$ cat src/rtl/x87_seq_ctrl.sv
// x87_seq_ctrl: x87 register-stack sequencer driving the FP register file, FP ALU and FP memory port.
module x87_seq_ctrl #(
  parameter logic [2:0] TOP_RESET   = 3'd0,
  parameter int         ALU_TIMEOUT = 64
) (
  input  logic       clk,
  input  logic       rst_n,
  input  logic       cmd_valid,
  input  logic [4:0] cmd,
  input  logic [2:0] cmd_idx,
  output logic       cmd_ready,
  output logic [2:0] rf_rd_a,
  output logic [2:0] rf_rd_b,
  output logic       rf_we,
  output logic [2:0] rf_wr_addr,
  output logic [1:0] rf_wr_sel,
  output logic       rf_swap,
  output logic       alu_start,
  output logic [2:0] alu_op,
  input  logic       alu_done,
  input  logic [2:0] alu_cc,
  output logic       mem_req,
  output logic       mem_we,
  output logic       mem_dbl,
  input  logic       mem_ack,
  output logic [2:0] top,
  output logic [7:0] tag_valid,
  output logic [3:0] cc,
  output logic       stack_fault,
  output logic       seq_error
);
  localparam int CW = $clog2(ALU_TIMEOUT + 1);
  localparam logic [1:0] S_IDLE = 2'd0, S_EXEC = 2'd1, S_ALU = 2'd2, S_MEM = 2'd3;
  logic [1:0] state;
  logic [4:0] c_cmd;
  logic [2:0] c_idx;
  logic [CW-1:0] cnt;
  logic [2:0] p0, pi, pm;
  logic is_ninit, is_ldm, is_stm, is_ldst, is_xch, is_ststi, is_alu, is_cmp, is_popalu, is_mem;
  logic needs0, needsi, under, over, fault, exec_ok;
  logic mem_act, mem_done, alu_fin, timeout, do_push, do_pop, c1_clr;

  assign p0 = top;
  assign pi = top + c_idx;
  assign pm = top - 3'd1;

  assign is_ninit  = c_cmd == 5'd2;
  assign is_ldm    = c_cmd == 5'd6 || c_cmd == 5'd7;
  assign is_stm    = c_cmd == 5'd8 || c_cmd == 5'd9;
  assign is_ldst   = c_cmd == 5'd10;
  assign is_xch    = c_cmd == 5'd11;
  assign is_ststi  = c_cmd == 5'd12;
  assign is_alu    = c_cmd >= 5'd20 && c_cmd <= 5'd29;
  assign is_cmp    = c_cmd == 5'd23 || c_cmd == 5'd26;
  assign is_popalu = c_cmd >= 5'd27 && c_cmd <= 5'd29;
  assign is_mem    = is_ldm | is_stm;

  // Underflow is checked before overflow, so a push reading an empty source reports C1=0.
  assign needs0  = is_stm | is_ststi | is_xch | is_alu;
  assign needsi  = is_ldst | is_xch | is_alu;
  assign under   = (needs0 & ~tag_valid[p0]) | (needsi & ~tag_valid[pi]);
  assign over    = (is_ldm | is_ldst) & tag_valid[pm];
  assign fault   = under | over;
  assign exec_ok = state == S_EXEC && !fault;

  assign mem_act  = (exec_ok & is_mem) | (state == S_MEM);
  assign mem_done = mem_act & mem_ack;
  assign alu_fin  = state == S_ALU && alu_done;
  assign timeout  = state == S_ALU && !alu_done && cnt == CW'(ALU_TIMEOUT - 1);
  assign do_push  = (exec_ok & is_ldst) | (mem_done & is_ldm);
  assign do_pop   = (exec_ok & is_ststi) | (alu_fin & (is_popalu | c_cmd == 5'd26)) | (mem_done & is_stm);
  assign c1_clr   = (exec_ok & (is_ldst | is_xch | is_ststi)) | (alu_fin & ~is_cmp) | mem_done;

  assign cmd_ready  = state == S_IDLE;
  assign rf_rd_a    = (is_ldst | is_popalu) ? pi : p0;
  assign rf_rd_b    = is_popalu ? p0 : pi;
  assign rf_swap    = exec_ok & is_xch;
  assign alu_start  = exec_ok & is_alu;
  assign mem_req    = mem_act;
  assign mem_we     = mem_act & is_stm;
  assign mem_dbl    = c_cmd[0];
  assign rf_we      = (exec_ok & (is_ldst | is_ststi)) | (alu_fin & ~is_cmp) | (mem_done & is_ldm);
  assign rf_wr_addr = (is_ldst | is_ldm) ? pm : (is_ststi | is_popalu) ? pi : p0;
  assign rf_wr_sel  = is_ldm ? 2'd2 : (is_ldst | is_ststi) ? 2'd1 : 2'd0;

  always_comb begin
    alu_op = 3'd0;
    case (c_cmd)
      5'd21, 5'd28: alu_op = 3'd3;
      5'd22, 5'd29: alu_op = 3'd4;
      5'd23, 5'd26: alu_op = 3'd5;
      5'd24:        alu_op = 3'd1;
      5'd25:        alu_op = 3'd2;
      default:      alu_op = 3'd0;
    endcase
  end

  always_ff @(posedge clk or negedge rst_n) begin
    if (!rst_n) begin
      state       <= S_IDLE;
      c_cmd       <= '0;
      c_idx       <= '0;
      cnt         <= '0;
      top         <= TOP_RESET;
      tag_valid   <= '0;
      cc          <= '0;
      stack_fault <= 1'b0;
      seq_error   <= 1'b0;
    end else begin
      case (state)
        S_IDLE: if (cmd_valid) begin
          state <= S_EXEC;
          c_cmd <= cmd;
          c_idx <= cmd_idx;
        end
        S_EXEC: begin
          cnt   <= '0;
          state <= (exec_ok & is_alu) ? S_ALU : (exec_ok & is_mem & ~mem_ack) ? S_MEM : S_IDLE;
        end
        S_ALU: if (alu_done | timeout) state <= S_IDLE;
               else cnt <= cnt + CW'(1);
        default: if (mem_ack) state <= S_IDLE;
      endcase
      if (state == S_EXEC && fault) begin
        stack_fault <= 1'b1;
        cc[1]       <= ~under;
      end
      if (c1_clr) cc[1] <= 1'b0;
      if (alu_fin & is_cmp) cc <= {alu_cc[2], alu_cc[1], 1'b0, alu_cc[0]};
      if (timeout) seq_error <= 1'b1;
      // The pop clear is ordered last so FSTP ST(0) ends with the entry empty.
      if (exec_ok & is_ststi) tag_valid[pi] <= 1'b1;
      if (do_push) begin
        top           <= pm;
        tag_valid[pm] <= 1'b1;
      end
      if (do_pop) begin
        top           <= p0 + 3'd1;
        tag_valid[p0] <= 1'b0;
      end
      if (exec_ok & is_ninit) begin
        top         <= TOP_RESET;
        tag_valid   <= '0;
        cc          <= '0;
        stack_fault <= 1'b0;
        seq_error   <= 1'b0;
      end
    end
  end
endmodule
$ cat config.mk
export PLATFORM = sky130hd
export DESIGN_NAME = x87_seq_ctrl
export DESIGN_NICKNAME = d
export VERILOG_FILES = /design/src/rtl/x87_seq_ctrl.sv
export SDC_FILE = /design/constraint.sdc
export NUM_CORES = 1
export LEC_CHECK = 0
export BUFFER_PORTS_ARGS = -buffer_cell sky130_fd_sc_hd__buf_2
export CORE_UTILIZATION = 30
export CTS_CLUSTER_DIAMETER = 60
export CTS_CLUSTER_SIZE = 8
export DETAILED_ROUTE_END_ITERATION = 16
export GPL_TIMING_DRIVEN = 0
export MAX_ROUTING_LAYER = met4
export PLACE_DENSITY = 0.58
export SKIP_LAST_GASP = 1
export SLEW_MARGIN = 20
export SYNTH_ARGS = -nofsm -noshare
export SYNTH_HDL_FRONTEND = slang
export SYNTH_SLANG_ARGS = --single-unit
$ cat constraint.sdc
create_clock -name clk -period 7.39 [get_ports clk]
set_input_delay 1.478 -clock clk [delete_from_list [all_inputs] [get_ports clk]]
set_output_delay 1.478 -clock clk [all_outputs]
set_load 0.05 [all_outputs]
======== Word level (Yosys, flattened, before mapping) ========
Memories as Yosys holds them, arrays and structs flattened.
Index checks and enable logic that the tools add are counted.
operators by class
  order comparisons ....................... 9
  equality and inequality tests ........... 17
  reduce and logical (&&, ||, !) cells .... 26
  multiplexer cells ....................... 41
  bitwise gates (word level) .............. 51
  add/subtract/negate cells ............... 4
operators by type and width
  cell                                                                                 count
  8-bit 2-to-1 mux                                                                     4
  5-bit by 4-bit equality test with 1-bit output, second input constant                5
  1-bit OR                                                                             23
  3-bit 2-to-1 mux                                                                     7
  1-bit AND                                                                            19
  8-bit OR                                                                             2
  7-bit one-hot mux with 2 select lines                                                1
  1-bit 2-to-1 mux                                                                     13
  3-bit by 4-bit less-than comparator with 1-bit output, second input constant         3
  2-bit 2-to-1 mux                                                                     6
  5-bit by 3-bit equality test with 1-bit output, second input constant                2
  5-bit equality test, second input constant                                           2
  5-bit greater-or-equal comparator, second input constant                             2
  1-bit logical AND                                                                    10
  1-bit binary-select mux with 3-bit select                                            3
  1-bit demux with 3-bit select                                                        3
  3-bit by 1-bit greater-or-equal comparator with 1-bit output, second input constant  3
  8-bit AND                                                                            1
  4-bit 2-to-1 mux                                                                     2
  8-bit NOT                                                                            1
  2-bit nonzero test                                                                   4
  4-bit nonzero test                                                                   2
  7-bit by 1-bit adder with 7-bit output, second input constant                        1
  7-bit by 6-bit equality test with 1-bit output, second input constant                1
  other kinds (18)                                                                     28
storage, ports and cells
  bits in read-only memories .............. 96
  output and inout bits ................... 38
  input port bits ......................... 16
  flip-flop bits (word level) ............. 34
  memories kept ........................... 1
memory list
  memory           words  width  read ports  clocked after memory_dff  write ports  RTL line  source
  (no name shown)  32     3      1           0                         0            88        case (c_cmd)

======== Depth between registers and ports, before layout ========
Gate-level depths: netlist of run 1.
  depth in word-level cells ............... 19
  gate-level depth with buffers ........... 13
  gate-level depth less buffers ........... 10

======== Least setup slack after synthesis of run 1 ========
No wires, ideal clock.
  kind .................................... reg2out
  from .................................... register top[1]
  to ...................................... output port mem_we
  slack ................................... 1618 ps
  arrival time ............................ 4294 ps
  stages on the path, launching flop included .. 13
  path through ............................ dfrtp_1 > buf_2 > inv_1 > fa_1 > clkbuf_1 > mux4_2 > mux2_2 > a311oi_1 > or4b_1 > buf_4 > or3_1 > nand2b_1 > and3_1
between the ends
  cells in the longest elaborated chain, start to end .. 12
  elaborated cells between the ends (all ways) .. 20
RTL lines
  item                                       RTL line  source
  start, declared                            26        output logic [2:0] top,
  start signal, assigned                     134       top <= pm;
  start signal, assigned                     138       top <= p0 + 3'd1;
  3-bit adder                                44        assign pi = top + c_idx;
  1-bit binary-select mux with 3-bit select  61        assign under = (needs0 & ~tag_valid[p0]) | (needsi & ~tag_valid[pi]);
  1-bit 2-to-1 mux (not written as such)     61
  1-bit NOT                                  61
  1-bit AND                                  61
  1-bit OR                                   61
  1-bit OR *                                 63        assign fault = under | over;
  1-bit logical NOT *                        64        assign exec_ok = state == S_EXEC && !fault;
  1-bit logical AND *                        64
  1-bit AND *                                66        assign mem_act = (exec_ok & is_mem) | (state == S_MEM);
  1-bit OR *                                 66
  via mem_req                                22        output logic mem_req,
  1-bit AND *                                80        assign mem_we = mem_act & is_stm;
  end, declared                              23        output logic mem_we,
The timed path passes the listed nets; every way through them passes the cells marked *. The select of a mux whose other input is x is not followed.

======== Worst setup path after layout of run 1 ========
  from .................................... register top[1]
  to ...................................... output port mem_we
between the ends
  cells in the longest elaborated chain, start to end .. 12
  elaborated cells between the ends (all ways) .. 20
RTL lines
  item                                       RTL line
  3-bit adder                                44
  1-bit binary-select mux with 3-bit select  61
  1-bit 2-to-1 mux (not written as such)     61
  1-bit NOT                                  61
  1-bit AND                                  61
  1-bit OR                                   61
  1-bit OR *                                 63
  1-bit logical NOT *                        64
  1-bit logical AND *                        64
  1-bit AND *                                66
  1-bit OR *                                 66
  1-bit AND *                                80
Every way passes the cells marked *; elsewhere a longest branch is shown, timed or not. The select of a mux whose other input is x is not followed.

==> flow_metrics.tcl, run 1 <==
set metrics [dict create \
    report.final.hold_viol_count 0 \
    die_w_um 95.7 \
    rsz0062_at_grt "false" \
    crit_family "buffers and inverters" \
    cp-startpoint "top[1]" \
    r2r_start "top[1]" \
    netlist_instances 301 \
    wl_met3_um 459 \
    synth_top_cell_area_share_pct 32.3 \
    preCtsSetupSlack_ns 1.80 \
    ys_types 55 \
    clock.fmax_mhz 170 \
    ys_async_sr_fraction_pct 100 \
    cts_buffer_depth 2 \
    grt_pass1_wl_mm 12.6 \
    drc_errors 0 \
    drive_gt1_share_pct 24.3 \
    max_cap_viol_count 0 \
    top_layer_used "met4" \
    met1_length_mm 3.71 \
    finalClockSkew_ns 0.00751 \
    insertion_delay_ns 0.29 \
    cts_resized 0 \
    cpMostUsedCell "buf_2" \
    cp-end-kind "output pin" \
    slew_viol_final 0 \
    core_area_um2 8340 \
    grt_overflow 0 \
    relSlewSlack_pct 37.8 \
    io_pins 54 \
    crit_cells 13 \
    required_ns 5.91 \
    hold_slack_ns 0.483 \
    ys_ff_latch 34 \
    critPathBufInv 5 \
    antenna_found_initial 0 \
    final_common_cell "buf_2" \
    final_nets 386 \
    path_max_fanout 10 \
    grt_usage_pct 18.7 \
    dp_cells 459 \
    rrSetupSlack_ns 3.19 \
    fin_crit_sh_pct 79.7 \
    placementRows 33 \
    synthDominantAreaCellType "dfrtp_1" \
    netlist_top_cells_area "dfrtp_1, nor2_1, mux2i_1" \
    dp_hpwl_mm 5.90 \
    synth_flop_cell "dfrtp_1" \
    clk_pin_slew_worst_paths_ns 0.08 \
    postRouteWirelength_mm 7.83 \
    grt_pass1_vias 2429 \
    setup_viol 0 \
    fin_crit_ns 5.89 \
    final_cell_mix "buf_2, nor2_1, dfrtp_1" \
    vias_per_cell 5.54 \
    initial_core_util_pct 31.6 \
    reg2reg_depth 11 \
    path_class "flip-flop to output pin" \
    ant_nets 0 \
    hold_path.class "flip-flop to flip-flop" \
    worstMarginPinSlew_ns 0.910 \
    stdcell_count 467 \
    vias 2589 \
    drtPass1Iterations 5 \
    startpoint_type "flip-flop" \
    drt_iter0_drc 189 \
    avgSynthCellArea_um2 8.75 \
    cts_root_buf "clkbuf_8" \
    synth_edf_count 0 \
    wl_per_cell_um 16.8 \
    cts.sinks 34 \
    cts-hold-fix-buffers 0 \
    io_buffers 53 \
    dieArea_um2 9150 \
    status "finished, final reports clean" \
    worstReg2RegEnd "tag_valid[1]" \
    grt_start_max_net_pins 35 \
    syn-cell-area_um2 2630 \
    cp_slowest_cell "fa_1" \
    synth.net_count 326 \
    cts.htree.levels 2 \
    cp_cell_sequence "buf_2 -> inv_1 -> fa_1 -> clkbuf_1 -> mux4_2 -> mux2_2 -> a311oi_1 -> or4b_1 -> buf_4 -> or3_1 -> nand2b_1 -> and3_1 -> buf_2" \
    cp.arrival_ns 4.41 \
    cts_tree "yes" \
    gp_congestion 0.908 \
    syn_to_final_growth_pct 19.4 \
    crit_path_end "mem_we" \
    wl_met2_mm 3.55 \
    fp.dieH_um 95.7 \
    fin_setup_tns_ns 0 \
    yosys_warnings 0 \
    critPathMaxStageDelay_ns 0.63 \
    post-cts-setup-buffer-count 0 \
    setup_slack_ns 1.50 \
    n_antenna_cell 0 \
    cts_inserted_buffers 5 \
    ys_seq_area_share_pct 32.3 \
]
-- flip-flops by register name (all words and copies together), names as in the netlist, 2 cells and up --
name	count
c_cmd	5
tag_valid	8
cnt	7
cc	4
c_idx	3
state	2
top	3
-- worst min path at each step --
stage | from | to | slack [ns] | cells past startpoint
floorplan | c_idx[1] | c_idx[1] | 0.48 | 1
global placement | stack_fault | stack_fault | 0.46 | 2
detailed placement | stack_fault | stack_fault | 0.47 | 2
CTS | stack_fault | stack_fault | 0.49 | 2
global route | stack_fault | stack_fault | 0.52 | 2
finish | stack_fault | stack_fault | 0.48 | 2
-- kinds of logic (layout without fill, tap and decap cells) --
kind of cell             Yosys count  count (layout)  share of synthesized area (%)
multiplexers                      26              26                           12.2
AO/OA/AOI/OAI                     67              67                           17.3
adder cells (fa/ha/maj)            9               9                           4.56
XOR/XNOR                          13              13                           4.85
AND/OR/NAND/NOR                  123             123                           23.8
buffers and inverters             29              90                           4.94
flip-flops                        34              34                           32.3
-- synth_stat cells (3+ instances only) --
cell	instances
a22oi_1	3
nand4_1	8
a31oi_1	4
o22ai_1	3
nor2_1	35
nor3_1	5
inv_1	10
clkbuf_1	10
mux4_2	4
mux2i_1	13
nand3_1	7
o21ai_0	9
xor2_1	11
a221oi_1	8
nand2_1	30
nand4b_1	3
buf_2	5
and3_1	7
a21oi_1	19
dfrtp_1	34
nor2b_1	6
ha_1	8
mux2_2	9
nand2b_1	8
-- worst register-to-register path: stages (launching register included) --
cell      delay, ns
dfrtp_1        0.37
buf_2          0.27
inv_1          0.17
fa_1           0.63
clkbuf_1       0.41
mux4_2         0.38
mux2_2         0.30
a311oi_1       0.40
nor4_1         0.16
nor2_1         0.40
nor2_1         0.18
a221oi_1       0.40
-- routing by layer --
| layer | track usage [%] | vias up |
|---|---|---|
| met3 | 2.71 | 10 |
| met4 | 5.72 | 0 |
| met1 | 26.0 | 1249 |
| met2 | 28.0 | 108 |
| met5 | - | - |
| li1 | - | 1222 |
-- metrics by stage --
step | area [µm²] | util, %
after detailed placement | 3030 | 36.3
final | 3140 | 37.7
after floorplan | 2630 | -
after global placement | 3030 | 36.3
after CTS | 3140 | 37.7
after global routing | 3140 | 37.7
-- cell type report --
class | instances | area, µm²
Buffer | 18 | 88.8
Clock buffer | 5 | 68.8
Clock inverter | 3 | 45.0
Fill cell | 865 | 5200
Inverter | 11 | 41.3
Multi-Input combinational cell | 238 | 1650
Sequential cell | 34 | 851
Tap cell | 105 | 131
Timing Repair Buffer | 53 | 265
Power of run 1 is not shown: default switching activity piles up to over one toggle a cycle in this logic, so the estimate is an artifact.
==> inputs of run 2 (changes only) <==
==> constraint.sdc (replaced) <==
create_clock -name clk -period 5.7 [get_ports clk]
set_input_delay 1.14 -clock clk [delete_from_list [all_inputs] [get_ports clk]]
set_output_delay 1.14 -clock clk [all_outputs]
set_load 0.05 [all_outputs]
==> run 2 against run 1 <==
Against the previous run: register-to-register slack worse by 1.5 ns; die area stayed put; non-clock buffer count stayed put; critical endpoint unchanged; setup slack worse by 1.2 ns.
==> flow_metrics.tcl, run 2 (synthesis gave the netlist of run 1 again) <==
set metrics [dict create \
    fill_cells 864 \
    cp-end-kind "output pin" \
    fp.dieH_um 95.7 \
    io_pins 54 \
    setup_viol 0 \
    grt_pass1_vias 2429 \
    relSlewSlack_pct 37.5 \
    post-cts-setup-buffer-count 0 \
    die_w_um 95.7 \
    grt_overflow 0 \
    hold_path_depth 2 \
    initial_core_util_pct 31.6 \
    finalClockSkew_ns 0.00741 \
    critPathBufInv 4 \
    dp_cells 459 \
    r2r_start "top[1]" \
    wl_per_cell_um 16.8 \
    status "finished, final reports clean" \
    top_layer_used "met4" \
    cts.sinks 34 \
    required_ns 4.56 \
    path_class "flip-flop to output pin" \
    report.final.hold_viol_count 0 \
    vias_per_cell 5.53 \
    final_cell_mix "buf_2, nor2_1, dfrtp_1" \
    syn_to_final_growth_pct 19.4 \
    final_nets 386 \
    grt_start_max_net_pins 35 \
    hold_slack_ns 0.482 \
    postRouteWirelength_mm 7.84 \
    reg2reg_depth 11 \
    clk_pin_slew_worst_paths_ns 0.08 \
    cts_buffer_depth 2 \
    cpMostUsedCell "buf_2" \
    dieArea_um2 9150 \
    crit_family "simple AND/OR/NAND/NOR gates" \
    placementRows 33 \
    max_cap_viol_count 0 \
    io_buffers 53 \
    cts_tree "yes" \
    drive_gt1_share_pct 24.6 \
    antenna_found_initial 0 \
    largest_reg_flops 8 \
    gp_congestion 0.908 \
    fin_setup_tns_ns 0 \
    grt_pass1_wl_mm 12.6 \
    path_max_fanout 10 \
    met1_length_mm 3.62 \
    cp.arrival_ns 4.27 \
    vias 2581 \
    drt_iter0_drc 189 \
    cp_slowest_cell "xor2_1" \
    dp_hpwl_mm 5.90 \
    insertion_delay_ns 0.29 \
    rsz0062_at_grt "false" \
    stdcell_count 467 \
    wl_met3_um 575 \
    worstReg2RegEnd "tag_valid[1]" \
    ant_nets 0 \
    cts_root_buf "clkbuf_8" \
    top_regs "tag_valid (8), cnt (7), c_cmd (5)" \
    hold_end "stack_fault" \
    cts_inserted_buffers 5 \
    wl_met2_mm 3.54 \
    drc_errors 0 \
    startpoint_type "flip-flop" \
    min_from "stack_fault" \
    cts.htree.levels 2 \
    slew_viol_final 0 \
    fin_crit_sh_pct 94.9 \
    grt_usage_pct 18.7 \
    final_common_cell "buf_2" \
    clock.fmax_mhz 185 \
    cp_cell_sequence "buf_2 -> inv_1 -> ha_1 -> xor2_1 -> mux4_2 -> a22o_1 -> or4b_1 -> buf_4 -> or3_1 -> nand2b_1 -> and3_1 -> buf_2" \
    rrSetupSlack_ns 1.69 \
    regMostFlops "tag_valid" \
    fin_crit_ns 5.41 \
    worstMarginPinSlew_ns 0.913 \
    n_antenna_cell 0 \
    hold_path.class "flip-flop to flip-flop" \
    core_area_um2 8340 \
    drtPass1Iterations 5 \
    critPathMaxStageDelay_ns 0.52 \
]
## run 2: cell counts in the layout (fill, tap and decap cells not counted)
No cell type changed its count.
## run 2: stage by stage
| stage | util (%) | worst slack, ns | area (µm²) |
|---|---|---|---|
| detailed placement | 36.3 | 0.449 | 3030 |
| floorplan | - | 0.266 | 2630 |
| CTS | 37.7 | 0.133 | 3140 |
| global route | 37.7 | 0.00299 | 3140 |
| finish | 37.7 | 0.293 | 3140 |
| global placement | 36.3 | 0.501 | 3030 |
## run 2: final cells by class
class	count	area (µm²)	area share, %
timing repair buffer	53	265	8.44
tap	105	131	4.18
buffer	18	90.1	2.87
multi-input combinational	238	1650	52.5
inverter	11	41.3	1.31
sequential	34	851	27.1
clock inverter	3	45.0	1.43
clock buffer	5	68.8	2.19
## run 2: worst max path at each step
stage | start | cells past startpoint | endpoint | slack [ns]
after floorplan | top[1] | 12 | mem_we | 0.27
after global placement | top[1] | 13 | mem_we | 0.50
after detailed placement | top[1] | 13 | mem_we | 0.45
after CTS | top[1] | 13 | mem_we | 0.13
after global routing | top[1] | 12 | mem_we | 0.003
final | top[1] | 12 | mem_we | 0.29
## run 2: repair_timing
action	4_1_cts	5_1_grt
hold buffers	0	0
endpoints found under the setup margin	0	2
resized for setup	0	2
## run 2: routing by layer
layer | track usage [%] | vias up
met5 | - | -
met4 | 5.72 | 0
met3 | 2.71 | 8
met2 | 28.0 | 111
met1 | 26.0 | 1243
li1 | - | 1219
## run 2: worst reg2reg max path, delay by kind of cell, from the launching register on
family / cells / cell delay [ns]
buf+inv: 3 / 0.71
mux: 2 / 0.63
compound gates: 2 / 0.81
fa+ha+maj: 1 / 0.64
simple gates: 3 / 0.73
flops: 1 / 0.37
Power of run 2 is left out for the same reason.
==> inputs of run 3 (changes only) <==
--- a/config.mk
+++ b/config.mk
@@ -5,6 +5,7 @@
 export SDC_FILE = /design/constraint.sdc
 export NUM_CORES = 1
 export LEC_CHECK = 0
+export ABC_AREA = 1
 export BUFFER_PORTS_ARGS = -buffer_cell sky130_fd_sc_hd__buf_2
 export CORE_UTILIZATION = 30
 export CTS_CLUSTER_DIAMETER = 60
==> run 3 against run 2 <==
Against the previous run: global-route usage shrank 1.1 points; die area grew 2.1%; via count grew 7.7%; setup slack gained 0.97 ns; area after synthesis grew 2.2%; flip-flop and latch count is the same; core utilization shrank 1.2 points; critical path depth grew 3; clock skew grew 0.0032 ns; sequential share of layout area shrank 0.35 points; critical path type unchanged; critical endpoint is now rf_we; highest routed layer unchanged.
==> flow_metrics.tcl, run 3 <==
set metrics [dict create \
    status "finished, final reports clean" \
    drive_gt1_share_pct 21.9 \
    path_class "flip-flop to output pin" \
    clock.fmax_mhz 225 \
    largest_reg_flops 8 \
    report.final.hold_viol_count 0 \
    antenna_found_initial 0 \
    cts_inserted_buffers 5 \
    wl_per_cell_um 13.4 \
    cts_buffer_depth 2 \
    postPlaceCellArea_um2 3090 \
    final_common_cell "nand2_1" \
    fin_area_um2 3190 \
    synth_flop_cell "dfrtp_1" \
    cts_root_buf "clkbuf_8" \
    drtPass1Iterations 7 \
    cp.arrival_ns 3.30 \
    grt_start_max_net_pins 35 \
    grt_pass1_wl_mm 12.9 \
    slew_viol_final 0 \
    ys_ff_latch 34 \
    synth.net_count 425 \
    worstMarginPinSlew_ns 0.798 \
    drc_errors 0 \
    syn_to_final_growth_pct 18.4 \
    regMostFlops "tag_valid" \
    final_nets 485 \
    startpoint_type "flip-flop" \
    ys_types 40 \
    grt_usage_pct 17.6 \
    yosys_warnings 0 \
    vias 2780 \
    netlist_instances 400 \
    dp_hpwl_mm 5.89 \
    fin_setup_tns_ns 0 \
    grt_overflow 0 \
    syn-cell-area_um2 2690 \
    avgSynthCellArea_um2 6.73 \
    synthDominantAreaCellType "dfrtp_1" \
    clk_pin_slew_worst_paths_ns 0.08 \
    hold_path_depth 2 \
    reg2reg_depth 18 \
    setup_viol 0 \
    synth_top_cell_area_share_pct 31.6 \
    preCtsSetupSlack_ns 1.57 \
    cts-hold-fix-buffers 0 \
    rsz0062_at_grt "false" \
    initial_core_util_pct 30.8 \
    drt_iter0_drc 132 \
    dieArea_um2 9350 \
    vias_per_cell 4.89 \
    netlist_top_cells_area "dfrtp_1, nand2_1, nor2_1" \
    required_ns 4.56 \
    synth_edf_count 0 \
    n_antenna_cell 0 \
    gp_congestion 0.957 \
    placementRows 34 \
    cts.sinks 34 \
    postRouteWirelength_mm 7.63 \
    fin_crit_ns 4.44 \
    cts_resized 0 \
    io_pins 54 \
    cts_tree "yes" \
    final_cell_mix "nand2_1, buf_2, nor2_1" \
    cp-end-kind "output pin" \
    ys_seq_area_share_pct 31.6 \
    insertion_delay_ns 0.30 \
    fp.dieH_um 96.7 \
    io_buffers 53 \
    synth_common_cells "nand2_1, nor2_1, inv_1" \
    relSlewSlack_pct 46.8 \
    fin_crit_sh_pct 77.9 \
    post-cts-setup-buffer-count 0 \
    hold_path.class "flip-flop to flip-flop" \
    path_max_fanout 10 \
    setup_slack_ns 1.26 \
    finalClockSkew_ns 0.0106 \
    die_w_um 96.7 \
    max_cap_viol_count 0 \
    ys_async_sr_fraction_pct 100 \
    cts.htree.levels 2 \
    top_regs "tag_valid (8), cnt (7), c_cmd (5)" \
    ant_nets 0 \
    grt_pass1_vias 2618 \
    yosysMostFrequentCell "nand2_1" \
    core_area_um2 8720 \
]
[run 3: area by class of cell]
type                    count  area, µm²
clock inverters             2       12.5
well taps                 108        135
inverters                  47        176
flip-flops and latches     34        851
repair buffers             53        265
multi-input cells         309       1600
clock buffers               6       82.6
fillers                   956       5540
plain buffers              10       63.8
[run 3: cell families (layout without fill, tap and decap cells)]
group | Yosys count | after routing | share of synthesized area, %
XOR/XNOR | 2 | 2 | 0.651
AO/OA/AOI/OAI | 60 | 60 | 12.7
buffers and inverters | 57 | 118 | 8.93
multiplexers | 1 | 1 | 0.419
adder cells (fa/ha/maj) | 9 | 9 | 4.47
flip-flops | 34 | 34 | 31.6
AND/OR/NAND/NOR | 237 | 237 | 41.2
[run 3: path summary, 6_finish.rpt]
kind	start	endpoint	slack, ns
setup / recovery	top[0]	rf_we	1.26
hold / removal	stack_fault	stack_fault	0.47
setup reg to reg	top[0]	tag_valid[4]	2.55
hold reg to reg	stack_fault	stack_fault	0.47
max in group asynchronous	rst_n	cc[1]	4.27
min in group asynchronous	rst_n	tag_valid[2]	0.92
[run 3: through the flow]
stage / hold slack, ns / util, % / cells
6_report: 0.474 / 36.5 / 569
5_1_grt: 0.506 / 36.5 / 569
4_1_cts: 0.484 / 36.5 / 569
3_5_place_dp: 0.463 / 35.4 / 561
3_3_place_gp: 0.460 / 35.4 / 561
2_1_floorplan: 0.462 / - / 400
[run 3: layer usage]
| metal | global-route usage (%) | part of all wire (%) | vias to the layer above |
|---|---|---|---|
| met4 | 4.25 | 0.67 | 0 |
| met1 | 22.1 | 46 | 1290 |
| li1 | - | - | 1410 |
| met3 | 2.75 | 4.1 | 5 |
| met2 | 29.5 | 49 | 75 |
| met5 | - | 0 | - |
[run 3: worst max-delay path, cell delays in order, from the launching register on]
cell	delay, ns
dfrtp_1	0.49
inv_2	0.20
buf_1	0.45
ha_1	0.40
inv_1	0.24
nand2_1	0.09
nand2_1	0.06
nand2_1	0.04
nand2_1	0.12
nor2_4	0.05
nor2_4	0.14
nand2_4	0.10
nor2_8	0.17
a21oi_1	0.08
nand3_1	0.11
buf_2	0.27
Power of run 3 is left out for the same reason.
